<file path="config.mk">
export PLATFORM = sky130hd
export DESIGN_NAME = death_screen_sequencer
export DESIGN_NICKNAME = d
export VERILOG_FILES = /design/src/rtl/death_screen_sequencer.sv
export SDC_FILE = /design/constraint.sdc
export NUM_CORES = 1
export LEC_CHECK = 0
export BUFFER_PORTS_ARGS = -buffer_cell sky130_fd_sc_hd__buf_2
export CORE_ASPECT_RATIO = 1.4
export CORE_MARGIN = 2
export CORE_UTILIZATION = 27
export CTS_CLUSTER_DIAMETER = 40
export CTS_CLUSTER_SIZE = 14
export DETAILED_ROUTE_END_ITERATION = 10
export SLEW_MARGIN = 15
export SYNTH_ARGS = -nofsm -noshare
export SYNTH_HDL_FRONTEND = slang
export SYNTH_SLANG_ARGS = --single-unit
</file>
<file path="constraint.sdc">
create_clock -name clk -period 5.6 [get_ports clk]
set_input_delay 0.28 -clock clk [delete_from_list [all_inputs] [get_ports clk]]
set_output_delay 0.28 -clock clk [all_outputs]
set_load 0.01 [all_outputs]
</file>
<file path="src/rtl/death_screen_sequencer.sv">
// ---------------------------------------------------------------------------
// death_screen_sequencer
//
// Sits between the game renderer, the death-screen renderer and the OLED
// driver (96x64, RGB565). When the player dies, it fades the death screen in,
// holds it at full brightness, and waits for a button press once the hold has
// lasted long enough. It then fades back out and pulses a restart to the game.
//
// Ports:
//   clk          system clock
//   reset        synchronous active-high reset
//   pixel_index  current OLED pixel index (held for many clk cycles per pixel)
//   game_data    RGB565 pixel from the game renderer
//   death_data   RGB565 pixel from the death-screen renderer
//   player_dead  level, high while the game reports the player dead
//   btn_c        debounced single-cycle button pulse
//   oled_data    registered RGB565 pixel to the OLED driver
//   restart      one-cycle pulse when the fade-out completes
//   seq_state    current state: 0 PLAY, 1 FADE_IN, 2 HOLD, 3 FADE_OUT
// ---------------------------------------------------------------------------
module death_screen_sequencer #(
  parameter int SCREEN_PIXELS = 6144,
  parameter int FADE_FRAMES   = 4,
  parameter int HOLD_FRAMES   = 30
) (
  input  logic        clk,
  input  logic        reset,
  input  logic [12:0] pixel_index,
  input  logic [15:0] game_data,
  input  logic [15:0] death_data,
  input  logic        player_dead,
  input  logic        btn_c,
  output logic [15:0] oled_data,
  output logic        restart,
  output logic [1:0]  seq_state
);

  localparam logic [1:0] ST_PLAY     = 2'd0;
  localparam logic [1:0] ST_FADE_IN  = 2'd1;
  localparam logic [1:0] ST_HOLD     = 2'd2;
  localparam logic [1:0] ST_FADE_OUT = 2'd3;

  localparam logic [12:0] LAST_INDEX = 13'(SCREEN_PIXELS - 1);
  localparam logic [3:0]  FADE_LAST  = 4'(FADE_FRAMES - 1);
  localparam logic [7:0]  HOLD_MAX   = 8'(HOLD_FRAMES);
  localparam logic [3:0]  LEVEL_FULL = 4'd8;

  logic [1:0]  state_q, state_d;
  logic [3:0]  level_q, level_d;
  logic [3:0]  fade_cnt_q, fade_cnt_d;
  logic [7:0]  hold_cnt_q, hold_cnt_d;
  logic [12:0] prev_index_q;
  logic [15:0] oled_q, oled_d;
  logic        restart_q, restart_d;

  logic        frame_tick;
  logic [8:0]  r_prod;
  logic [9:0]  g_prod;
  logic [8:0]  b_prod;
  logic [15:0] scaled_death;

  // One tick per frame: only the first cycle on which the last index appears
  // counts, no matter how long the driver holds it there.
  assign frame_tick = (pixel_index == LAST_INDEX) && (prev_index_q != LAST_INDEX);

  // Each colour field is scaled by level/8; the shifted result always fits the
  // original field width since level never exceeds 8.
  assign r_prod = {4'd0, death_data[15:11]} * {5'd0, level_q};
  assign g_prod = {4'd0, death_data[10:5]}  * {6'd0, level_q};
  assign b_prod = {4'd0, death_data[4:0]}   * {5'd0, level_q};
  assign scaled_death = {5'(r_prod >> 3), 6'(g_prod >> 3), 5'(b_prod >> 3)};

  // NOTE: every output of this block gets a default first, so no path can
  // leave a signal unassigned and infer a latch.
  always_comb begin
    state_d    = state_q;
    level_d    = level_q;
    fade_cnt_d = fade_cnt_q;
    hold_cnt_d = hold_cnt_q;
    restart_d  = 1'b0;

    case (state_q)
      ST_PLAY: begin
        if (player_dead) begin
          state_d    = ST_FADE_IN;
          level_d    = 4'd0;
          fade_cnt_d = 4'd0;
        end
      end

      ST_FADE_IN: begin
        if (frame_tick) begin
          if (fade_cnt_q == FADE_LAST) begin
            fade_cnt_d = 4'd0;
            level_d    = level_q + 4'd1;
            if (level_q == LEVEL_FULL - 4'd1) begin
              state_d    = ST_HOLD;
              hold_cnt_d = 8'd0;
            end
          end else begin
            fade_cnt_d = fade_cnt_q + 4'd1;
          end
        end
      end

      ST_HOLD: begin
        // An early press is simply dropped; only a press after the full hold
        // time starts the fade-out.
        if (btn_c && (hold_cnt_q == HOLD_MAX)) begin
          state_d    = ST_FADE_OUT;
          fade_cnt_d = 4'd0;
        end else if (frame_tick && (hold_cnt_q != HOLD_MAX)) begin
          hold_cnt_d = hold_cnt_q + 8'd1;
        end
      end

      ST_FADE_OUT: begin
        if (frame_tick) begin
          if (fade_cnt_q == FADE_LAST) begin
            fade_cnt_d = 4'd0;
            level_d    = level_q - 4'd1;
            if (level_q == 4'd1) begin
              state_d   = ST_PLAY;
              restart_d = 1'b1;
            end
          end else begin
            fade_cnt_d = fade_cnt_q + 4'd1;
          end
        end
      end

      default: state_d = ST_PLAY;
    endcase
  end

  // Pixel selection uses the current state/level; the result is registered.
  always_comb begin
    oled_d = game_data;
    case (state_q)
      ST_PLAY:  oled_d = game_data;
      ST_HOLD:  oled_d = death_data;
      default:  oled_d = scaled_death;
    endcase
  end

  // NOTE: sequential state uses non-blocking assignments so every register
  // samples the pre-edge values of the others.
  always_ff @(posedge clk) begin
    if (reset) begin
      state_q      <= ST_PLAY;
      level_q      <= 4'd0;
      fade_cnt_q   <= 4'd0;
      hold_cnt_q   <= 8'd0;
      prev_index_q <= 13'd0;
      oled_q       <= 16'h0000;
      restart_q    <= 1'b0;
    end else begin
      state_q      <= state_d;
      level_q      <= level_d;
      fade_cnt_q   <= fade_cnt_d;
      hold_cnt_q   <= hold_cnt_d;
      prev_index_q <= pixel_index;
      oled_q       <= oled_d;
      restart_q    <= restart_d;
    end
  end

  assign oled_data = oled_q;
  assign restart   = restart_q;
  assign seq_state = state_q;

endmodule

</file>
==> impl_metrics.tcl <==
set metrics [dict create \
    outcome "completed" \
    worst_pin_slew_ns 0.916 \
    ys_seq_elements 48 \
    via_per_inst 5.06 \
    clk_path_buf_depth 2 \
    rsz0062_at_grt "no" \
    worst_ep_arrival_time_ns 3.79 \
    cts_buffers 5 \
    holdWs_ns 0.219 \
    port-buffer-count 67 \
    cts.sinks 48 \
    drtIter0Drc 187 \
    setup_viol 0 \
    required_ns 5.81 \
    area_growth_pct 16.6 \
    irDropWorstVdd_mv 0.125 \
    min_period_over_period 0.640 \
    drv_slew 0 \
    ctsResizeCount 0 \
    critPathMaxFanout 23 \
    syn_area_per_cell_sq_um 8.25 \
    cts_setup_buffers 0 \
    root_buffer "clkbuf_16" \
    rows 51 \
    hold_viol_final 0 \
    wirelength_mm 10.3 \
    netlist_area_sq_um 3860 \
    drtPass1Iterations 4 \
    final_nets 627 \
    gp_congestion 0.809 \
    p_leak_nw 1.97 \
    path_class "register to register" \
    hold_buffers 0 \
    ys_seq_area_frac 0.249 \
    dp_hpwl_mm 8.00 \
    start_kind "register" \
    drive_gt1_frac 0.167 \
    ys_types 56 \
    tns_ns 0 \
    fmax_mhz 279 \
    layout_common_cells "buf_2 (67), nand2_1 (50), dfxtp_1 (48)" \
    io_pins 68 \
    final_antenna_net_count 0 \
    drv_cap 0 \
    grt_remaining_overflow 0 \
    fp.dieArea_sq_um 15300 \
    synth-edff-count 0 \
    synth_nets 575 \
    finClkSkew_ns 0.00827 \
    routedWlPerCell_um 14.6 \
    grt_max_degree 45 \
    hold_path.class "input port to register" \
    grt_pass1_vias 3674 \
    vias 3574 \
    die_w_um 105 \
    period_needed_ns 3.58 \
    cts.clk_slew.worst_paths_ns 0.07 \
    globalRouteTotalUtil 0.136 \
    antenna_found_initial 0 \
    ys_warn_count 0 \
    dieHeight_um 145 \
    layout_commonest_cell "buf_2" \
    worstSkewPairLatency_ns 0.29 \
    start_util 0.276 \
    antennaDiodeCount 0 \
    drc 0 \
    grt_first_pass_wirelength_mm 17.2 \
    power_density_nw_per_um2 346 \
    core_sq_um 14000 \
    htreeDepth 2 \
    crit_path_end_kind "register" \
    timing.slew.headroom 0.384 \
    cts_tree "yes" \
    async_flop_share 0 \
    synth_ff_type "dfxtp_1" \
    fin_util 0.322 \
    placed_cells 698 \
    synthCells 468 \
    layout.cells.non_filler 706 \
    power_mw 1.56 \
]
## cells in the mapped netlist, types with 4 or more instances
cell type | instances | share of area
xor2_1 | 4 | 0.0091
a21oi_1 | 31 | 0.040
nand3_1 | 9 | 0.012
a31oi_1 | 7 | 0.011
nand4_1 | 12 | 0.019
and2_1 | 32 | 0.052
a22oi_1 | 15 | 0.029
fa_1 | 20 | 0.10
o31ai_1 | 4 | 0.0078
inv_1 | 36 | 0.035
nor2_1 | 24 | 0.023
or3_1 | 7 | 0.011
a21o_1 | 5 | 0.0097
nor2b_1 | 16 | 0.026
nor3_1 | 6 | 0.0078
ha_1 | 38 | 0.12
nand2_1 | 50 | 0.049
clkbuf_1 | 20 | 0.019
xnor2_1 | 7 | 0.016
dfxtp_1 | 48 | 0.25
o21ai_0 | 18 | 0.023
or4_1 | 11 | 0.021
## cells by family (layout without fill, tap and decap cells)
group | after synthesis | after routing | share of synthesized area
DFF | 48 | 48 | 0.249
xor gates and xnor gates | 11 | 11 | 0.0250
adders and majority gates | 58 | 58 | 0.227
buffers and inverters | 62 | 115 | 0.0626
muxes | 3 | 3 | 0.00810
and+or+nand+nor | 185 | 185 | 0.257
AOI/OAI and AO/OA | 101 | 101 | 0.171
## flip-flops by register name, summed over array words and instances (netlist names)
| signal | count |
|---|---|
| fade_cnt_q | 4 |
| hold_cnt_q | 8 |
| level_q | 4 |
| oled_data | 16 |
| prev_index_q | 13 |
| restart | 1 |
| seq_state | 2 |
## worst paths after layout
kind	startpoint	endpoint	slack (ns)	depth (start not counted)
worst max-delay path	level_q[3]$_SDFFE_PP0P_	oled_data[9]$_SDFF_PP0_	2.02	10
worst min-delay path	pixel_index[1]	prev_index_q[1]$_SDFF_PP0_	0.22	2
worst max register to register	level_q[3]$_SDFFE_PP0P_	oled_data[9]$_SDFF_PP0_	2.02	10
worst min register to register	fade_cnt_q[1]$_SDFFE_PP0P_	fade_cnt_q[1]$_SDFFE_PP0P_	0.50	2
## per-layer routing
metal | vias up | global-route usage | share of wire
met5 | - | 0 | 0
met4 | 0 | 0.0373 | 0.011
met3 | 10 | 0.0170 | 0.040
met2 | 94 | 0.256 | 0.54
met1 | 1727 | 0.159 | 0.41
li1 | 1743 | - | -
## power breakdown
group | internal (mW) | switching [mW]
combinational | 0.303 | 0.466
sequential | 0.401 | 0.0706
clock | 0.178 | 0.139
## worst max-delay path, cell delays in order, from the launching register on
cell and delay [ns]:
dfxtp_1 0.78, nand2_1 0.18, fa_1 0.55, fa_1 0.60, inv_1 0.05, ha_1 0.27, nand4_1 0.08, o21ai_0 0.32
a31oi_1 0.15, or4_1 0.40, o211ai_1 0.10
## area by class of cell
class	instances	area [sq um]
timing repair buffer	70	358
clock buffer	6	139
tap	185	231
inverter	37	139
multi-input combinational	358	2660
fill	1481	9470
clock inverter	2	15.0
sequential	48	961
## per-stage QoR
stage	worst slack (ns)	instance area, sq um
after floorplan	2.25	3860
after global placement	2.14	4350
after detailed placement	2.04	4350
after CTS	2.03	4500
after global routing	1.76	4500
final	2.02	4500
No activity file was read; power rests on OpenSTA's default activity.
